<file path="config.mk">
export PLATFORM = sky130hd
export DESIGN_NAME = imm_gen_pipe
export DESIGN_NICKNAME = d
export VERILOG_FILES = /design/src/rtl/imm_gen_pkg.sv /design/src/rtl/imm_gen_pipe_decode.sv /design/src/rtl/imm_gen_pipe.sv
export SDC_FILE = /design/constraint.sdc
export NUM_CORES = 1
export LEC_CHECK = 0
export CORE_MARGIN = 5
export CORE_UTILIZATION = 51
export DETAILED_ROUTE_END_ITERATION = 10
export GPL_TIMING_DRIVEN = 0
export PLACE_DENSITY = 0.79
export SLEW_MARGIN = 10
export SYNTH_ARGS = -nofsm -noshare
export SYNTH_HDL_FRONTEND = slang
export SYNTH_HIERARCHICAL = 1
export SYNTH_SLANG_ARGS = --single-unit
</file>
<file path="constraint.sdc">
create_clock -name clk -period 5.8 [get_ports clk]
set_input_delay 1.45 -clock clk [delete_from_list [all_inputs] [get_ports clk]]
set_output_delay 1.45 -clock clk [all_outputs]
set_load 0.01 [all_outputs]
</file>
<file path="src/rtl/imm_gen_pkg.sv">
// Shared opcode constants, immediate format codes and a small decode helper
// for the immediate generator pipeline.
package imm_gen_pkg;

  localparam logic [6:0] OPC_LOAD    = 7'b0000011;
  localparam logic [6:0] OPC_OPIMM   = 7'b0010011;
  localparam logic [6:0] OPC_OPIMM32 = 7'b0011011;
  localparam logic [6:0] OPC_JALR    = 7'b1100111;
  localparam logic [6:0] OPC_STORE   = 7'b0100011;
  localparam logic [6:0] OPC_BRANCH  = 7'b1100011;
  localparam logic [6:0] OPC_JAL     = 7'b1101111;
  localparam logic [6:0] OPC_LUI     = 7'b0110111;
  localparam logic [6:0] OPC_AUIPC   = 7'b0010111;
  localparam logic [6:0] OPC_SYSTEM  = 7'b1110011;

  typedef enum logic [2:0] {
    FMT_NONE  = 3'd0,
    FMT_I     = 3'd1,
    FMT_S     = 3'd2,
    FMT_B     = 3'd3,
    FMT_U     = 3'd4,
    FMT_J     = 3'd5,
    FMT_SHAMT = 3'd6,
    FMT_ZIMM  = 3'd7
  } fmt_e;

  // OP-IMM / OP-IMM-32 funct3 values 001 (SLLI) and 101 (SRLI/SRAI) are shifts.
  function automatic logic is_shift(input logic [2:0] funct3);
    return (funct3 == 3'b001) || (funct3 == 3'b101);
  endfunction

endpackage

</file>
<file path="src/rtl/imm_gen_pipe_decode.sv">
// Purely combinational immediate decoder: extracts and extends the immediate
// of one instruction word and classifies its format.
module imm_decode
  import imm_gen_pkg::*;
#(
  parameter int XLEN = 32
) (
  input  logic [31:0]     instr,
  output logic [XLEN-1:0] imm,
  output fmt_e            fmt
);

  localparam bit RV64 = (XLEN == 64);

  logic [6:0] opc;
  logic [2:0] funct3;

  assign opc    = instr[6:0];
  assign funct3 = instr[14:12];

  // Sign-extend a 12-bit field (I/S formats).
  function automatic logic [XLEN-1:0] sext12(input logic signed [11:0] v);
    return XLEN'(v);
  endfunction

  // Sign-extend a 13-bit byte offset (B format).
  function automatic logic [XLEN-1:0] sext13(input logic signed [12:0] v);
    return XLEN'(v);
  endfunction

  // Sign-extend a 21-bit byte offset (J format).
  function automatic logic [XLEN-1:0] sext21(input logic signed [20:0] v);
    return XLEN'(v);
  endfunction

  // Sign-extend a 32-bit upper immediate (U format), sign-filling on RV64.
  function automatic logic [XLEN-1:0] sext32(input logic signed [31:0] v);
    return XLEN'(v);
  endfunction

  // Zero-extend a shift amount or CSR zimm field.
  function automatic logic [XLEN-1:0] zext6(input logic [5:0] v);
    return XLEN'(v);
  endfunction

  // Opcode-driven format selection and immediate assembly.
  always_comb begin
    imm = '0;
    fmt = FMT_NONE;
    case (opc)
      OPC_LOAD, OPC_JALR: begin
        imm = sext12(instr[31:20]);
        fmt = FMT_I;
      end
      OPC_OPIMM: begin
        if (is_shift(funct3)) begin
          // Only the shamt field is passed; funct7/funct6 bits are masked off.
          imm = RV64 ? zext6(instr[25:20]) : zext6({1'b0, instr[24:20]});
          fmt = FMT_SHAMT;
        end else begin
          imm = sext12(instr[31:20]);
          fmt = FMT_I;
        end
      end
      OPC_OPIMM32: begin
        if (RV64) begin
          if (is_shift(funct3)) begin
            imm = zext6({1'b0, instr[24:20]});
            fmt = FMT_SHAMT;
          end else begin
            imm = sext12(instr[31:20]);
            fmt = FMT_I;
          end
        end
      end
      OPC_STORE: begin
        imm = sext12({instr[31:25], instr[11:7]});
        fmt = FMT_S;
      end
      OPC_BRANCH: begin
        imm = sext13({instr[31], instr[7], instr[30:25], instr[11:8], 1'b0});
        fmt = FMT_B;
      end
      OPC_JAL: begin
        imm = sext21({instr[31], instr[19:12], instr[20], instr[30:21], 1'b0});
        fmt = FMT_J;
      end
      OPC_LUI, OPC_AUIPC: begin
        imm = sext32({instr[31:12], 12'h000});
        fmt = FMT_U;
      end
      OPC_SYSTEM: begin
        if (funct3[2]) begin
          imm = zext6({1'b0, instr[19:15]});
          fmt = FMT_ZIMM;
        end
      end
      default: begin
        imm = '0;
        fmt = FMT_NONE;
      end
    endcase
  end

endmodule

</file>
<file path="src/rtl/imm_gen_pipe.sv">
// Pipelined immediate generator: one-cycle registered output with a
// two-entry (main + skid) buffer for full throughput under back-pressure,
// and a flush that kills all held entries.
module imm_gen_pipe
  import imm_gen_pkg::*;
#(
  parameter int XLEN = 32
) (
  input  logic            clk,
  input  logic            rst_n,
  input  logic            flush,
  input  logic            in_valid,
  output logic            in_ready,
  input  logic [31:0]     in_instr,
  output logic            out_valid,
  input  logic            out_ready,
  output logic [XLEN-1:0] out_imm,
  output logic [2:0]      out_fmt
);

  logic [XLEN-1:0] dec_imm;
  fmt_e            dec_fmt;

  logic            m_valid_q, m_valid_d;
  logic [XLEN-1:0] m_imm_q,   m_imm_d;
  fmt_e            m_fmt_q,   m_fmt_d;
  logic            s_valid_q, s_valid_d;
  logic [XLEN-1:0] s_imm_q,   s_imm_d;
  fmt_e            s_fmt_q,   s_fmt_d;

  logic accept;
  logic m_free;

  imm_decode #(.XLEN(XLEN)) u_decode (
    .instr (in_instr),
    .imm   (dec_imm),
    .fmt   (dec_fmt)
  );

  // Skid slot occupancy alone gates acceptance; reset holds it off.
  assign in_ready  = rst_n && !s_valid_q;
  assign accept    = in_valid && in_ready;
  assign m_free    = !m_valid_q || out_ready;

  assign out_valid = m_valid_q;
  assign out_imm   = m_imm_q;
  assign out_fmt   = m_fmt_q;

  // Next-state for main and skid slots; flush wins over any transfer.
  always_comb begin
    m_valid_d = m_valid_q;
    m_imm_d   = m_imm_q;
    m_fmt_d   = m_fmt_q;
    s_valid_d = s_valid_q;
    s_imm_d   = s_imm_q;
    s_fmt_d   = s_fmt_q;
    if (flush) begin
      m_valid_d = 1'b0;
      s_valid_d = 1'b0;
    end else if (m_free) begin
      if (s_valid_q) begin
        // Older skid entry moves forward first to keep FIFO order.
        m_valid_d = 1'b1;
        m_imm_d   = s_imm_q;
        m_fmt_d   = s_fmt_q;
        s_valid_d = accept;
        if (accept) begin
          s_imm_d = dec_imm;
          s_fmt_d = dec_fmt;
        end
      end else begin
        m_valid_d = accept;
        if (accept) begin
          m_imm_d = dec_imm;
          m_fmt_d = dec_fmt;
        end
      end
    end else if (accept) begin
      s_valid_d = 1'b1;
      s_imm_d   = dec_imm;
      s_fmt_d   = dec_fmt;
    end
  end

  // State registers with synchronous active-low reset.
  always_ff @(posedge clk) begin
    if (!rst_n) begin
      m_valid_q <= 1'b0;
      m_imm_q   <= '0;
      m_fmt_q   <= FMT_NONE;
      s_valid_q <= 1'b0;
      s_imm_q   <= '0;
      s_fmt_q   <= FMT_NONE;
    end else begin
      m_valid_q <= m_valid_d;
      m_imm_q   <= m_imm_d;
      m_fmt_q   <= m_fmt_d;
      s_valid_q <= s_valid_d;
      s_imm_q   <= s_imm_d;
      s_fmt_q   <= s_fmt_d;
    end
  end

endmodule

</file>
Word-level counts from Yosys, hierarchy flattened
Index checks and enable logic that the tools add are counted.
- memories kept: 0
- logic and storage cells: 53
- input bits: 37
- ROM bits: 0
- output and inout bits: 37
- bits in writable memories: 0
- flip-flop bits (word level): 72
- bits in latches: 0
- $mul: 0
- muxes and demuxes: 20
- equality and inequality tests: 12
- shift-type cells: 0
- divide/modulo/power cells: 0
- order comparisons: 0
- bitwise operators: 2
- reductions and logical operators: 13
- add/sub/neg operators: 0
- operator list (cell ; count):
    $pmux 32 s7 ; 1
    $mux 32 ; 6
    $eq 7x7->1 const B ; 4
    $mux 3 ; 7
    $pmux 3 s7 ; 1
    $eq 7x5->1 const B ; 2
    $eq 7x6->1 const B ; 2
    $eq 7x2->1 const B ; 1
    $reduce_or 2->1 ; 3
    $mux 5 ; 1
    $mux 1 ; 4
    $reduce_bool 2->1 ; 2
    $eq 3x1->1 const B ; 1
    $eq 3x3->1 const B ; 1
    $reduce_and 3->1 ; 1
    $logic_and 1x1->1 ; 2
    $logic_not 1->1 ; 2
    $logic_or 1x1->1 ; 2
    $ne 2x2->1 const B ; 1
    $not 1->1 ; 2
    $reduce_and 2->1 ; 1

Depth between registers and ports, before layout
- depth after elaboration: 7
- depth in mapped cells: 10
- depth with buffers taken out: 7

Cells and area by module
The synthesis kept the hierarchy.
- by module, submodules not included (module ; cells each ; area each (sq um) ; times used ; seq. area each (sq um)):
    imm_gen_pipe ; 361 ; 3191.8 ; 1 ; 1441.4
    imm_decode ; 104 ; 705.7 ; 1 ; 0.0

Least setup slack after synthesis
OpenSTA, ideal clock, no wires.
- path kind: input to output
- start: input rst_n
- end: output in_ready
- arrival time: 2.369 ns
- buffers on the path: 3
- stages on the path: 4
- path slack: 1.981 ns
- required time: 4.350 ns
- path through: buf_4 -> clkbuf_1 -> buf_1 -> nor2b_1
- word-level cells in the longest chain between the ends: 1
- ends and longest elaborated chain (what ; RTL line ; source):
    from (decl) ; imm_gen_pipe.sv:10 ; input logic rst_n,
    $logic_and 1x1->1 ; imm_gen_pipe.sv:41 ; assign in_ready = rst_n && !s_valid_q;
    to (decl) ; imm_gen_pipe.sv:13 ; output logic in_ready,
No other way between the ends.

Final worst setup path
Same ends and word-level chain as after synthesis.

==> impl_metrics.csv <==
group,metric,value,unit
outcome,status,"finished, final reports clean",
setup_path,path_class,"input port to output port",
sta,worst_slew_pin_slew,0.578,ns
yosys,synth_area,0.00390,mm^2
yosys,avgSynthCellArea,8.38,um^2
routing,drtIter0Drc,296,
routing,antenna_left,0,
global_route,gr-total-overflow,0,
flow_run,drv_cap,0,
yosys,ys_top_cells_by_count,"nand2_1, dfxtp_1, mux2i_1, o21ai_1, mux2_1",
yosys,netlist.area_leader.share,37.0,%
yosys,synth_edf_count,0,
setup_path,critPathBufInv,5,
die,dieArea,0.00949,mm^2
yosys,synthArstFlopShare,0,%
placement,hpwl,8.08,mm
routing,dr.pass1.iters,5,
global_route,grt_pass1_vias,3701,
routing,num_vias,3756,
placement,place.port_buffers,71,
yosys,synth_cell_types,48,
clocking,cts_buffer_depth,2,
sta,clock_skew,0.00705,ns
yosys,syn_nets,502,
yosys,synth_most_common_cell,"nand2_1",
routing,viasPerCell,5.77,
die,ios,74,
setup_path,arrival,3.78,ns
clocking,clock_latency,0.35,ns
die,dieHeight,97.4,um
power,ir_drop,0.109,mV
clocking,tritoncts,"built",
final_layout,n_antenna_cell,0,
clocking,htreeDepth,3,
sta,min_period_over_period,90.2,%
power,powerDensity,208,mW/mm^2
final_layout,num-fill-cells,587,
yosys,yosys_warnings,6,
sta,rsz0062_at_grt,"no",
sta,worst_slew_margin_rel,61.5,%
setup_path,critPathCaptureType,"output port",
routing,post-route-drc-count,0,
global_route,track_usage,23.1,%
global_route,grt_pass1_wl,18.1,mm
clocking,cts_root_buf,"clkbuf_8",
yosys,ys_ff_latch,72,
setup_path,crit_slowest_cell,"clkdlybuf4s50_1",
final_layout,nets,584,
sta,finalSetupViolCount,0,
die,start_util,53.2,%
setup_path,cp_top_family,"buffers and inverters",
clocking,post_cts_buffers,0,
yosys,netlist_top_cells_area,"dfxtp_1, nand2_1, mux2i_1",
yosys,ys_seq_area_share,37.0,%
yosys,syn_inst,465,
setup_path,slowest_delay,0.55,ns
setup_path,cp_cell_sequence,"clkdlybuf4s50_1 -> buf_4 -> clkbuf_1 -> buf_1 -> nor2b_1 -> clkdlybuf4s50_1",
routing,wl_per_cell,16.7,um
clocking,cts.sinks,72,
clocking,hold_buffers,0,
setup_path,crit_path_start_kind,"input port",
clocking,path_clk_slew,0.08,ns
power,leakagePower,0.00211,uW
sta,slew_violations,0,
clocking,post_cts_resize_count,0,
sta,tns,0,ns
global_route,antenna_found_initial,0,
setup_path,crit_path_max_fanout,10,
sta,finalCriticalPeriod,5.23,ns
clocking,cts_buffers,9,
die,fp.dieW,97.4,um
sta,hold_viol_final,0,
min_path,hold_path_class,"register to register",
setup_path,worstPathRequired,4.35,ns
placement,routabilityCongestion,0.924,
sta,max_freq,191,MHz
die,core,0.00733,mm^2
final_layout,area_delta_synth_final,26.9,%
routing,wirelength,10.9,mm
die,rows,31,
setup_path,crit_top_cell,"clkdlybuf4s50_1",
global_route,grt_max_degree,14,
yosys,ys.flop_type,"dfxtp_1",
yosys,synth_top_cell_by_area,"dfxtp_1",
placement,pre_cts_ws,0.614,ns
final_layout,layout-drive-gt1-share,9.96,%
sta,setup_slack,0.570,ns
final timing paths:
check | start | to | slack [ns] | cells past startpoint
worst min-delay path | s_imm_q[6] | s_imm_q[6] | 0.45 | 2
worst min register to register | s_imm_q[6] | s_imm_q[6] | 0.45 | 2
worst max-delay path | rst_n | in_ready | 0.57 | 6
worst max register to register | out_valid | s_imm_q[11] | 3.97 | 6
tightest hold or removal path: cells and delay by family (launching register included):
| kind | cells | cell delay, ns |
|---|---|---|
| AND/OR/NAND/NOR | 1 | 0.05 |
| AO/OA/AOI/OAI | 1 | 0.05 |
| flip-flops | 1 | 0.31 |
power breakdown:
part,total [uW],internal (uW),switching [uW]
combinational,109,49.7,59.0
clock,422,225,196
sequential,496,495,0.765
per-stage QoR:
stage | instance area [um^2] | power, uW | util [%] | hold WS [ns] | instances
floorplan | 3900 | 566 | - | 0.425 | 465
global placement | 4730 | 615 | 64.6 | 0.432 | 635
detailed placement | 4730 | 614 | 64.6 | 0.438 | 635
CTS | 4940 | 1030 | 67.5 | 0.450 | 651
global route | 4940 | 1060 | 67.5 | 0.469 | 651
finish | 4940 | 1030 | 67.5 | 0.446 | 651
logic make-up after synthesis:
group	after synthesis	synth area share, %
simple gates	208	24.8
buf+inv	44	6.45
mux	70	19.1
flops	72	37.0
compound gates	70	12.4
xor+xnor	1	0.225
sequential cells by signal, summed over array words and instances, names as in the netlist:
signal	cells
out_fmt	3
out_imm	32
out_valid	1
s_fmt_q	3
s_imm_q	32
s_valid_q	1
layer usage:
metal	global-route usage [%]	routed length [um]
met1	30.4	4660
met5	0	0
met4	7.14	242
met2	36.8	5080
met3	6.32	877
layout by cell type (no fill, tap or decap), types with 5 or more instances in the layout:
master / count
clkbuf_8: 11
clkbuf_1: 18
nor2b_1: 5
nand2_1: 132
buf_6: 9
nor2_1: 5
mux2_2: 10
a21o_1: 8
and3_1: 6
nand3_1: 19
mux2i_1: 35
a221o_1: 5
buf_1: 5
mux2_1: 25
clkdlybuf4s50_1: 71
dfxtp_1: 72
o21ai_1: 35
nand4_1: 19
a21boi_1: 6
buf_2: 9
layout make-up:
class | count | area [um^2] | area share [%]
clock inverters | 5 | 61.3 | 1.24
well taps | 99 | 124 | 2.51
clock buffers | 11 | 151 | 3.06
inverters | 1 | 3.75 | 0.0759
repair buffers | 71 | 711 | 14.4
flip-flops and latches | 72 | 1440 | 29.1
plain buffers | 43 | 248 | 5.01
multi-input cells | 349 | 2200 | 44.6
Power figures use the tool's default switching activity.
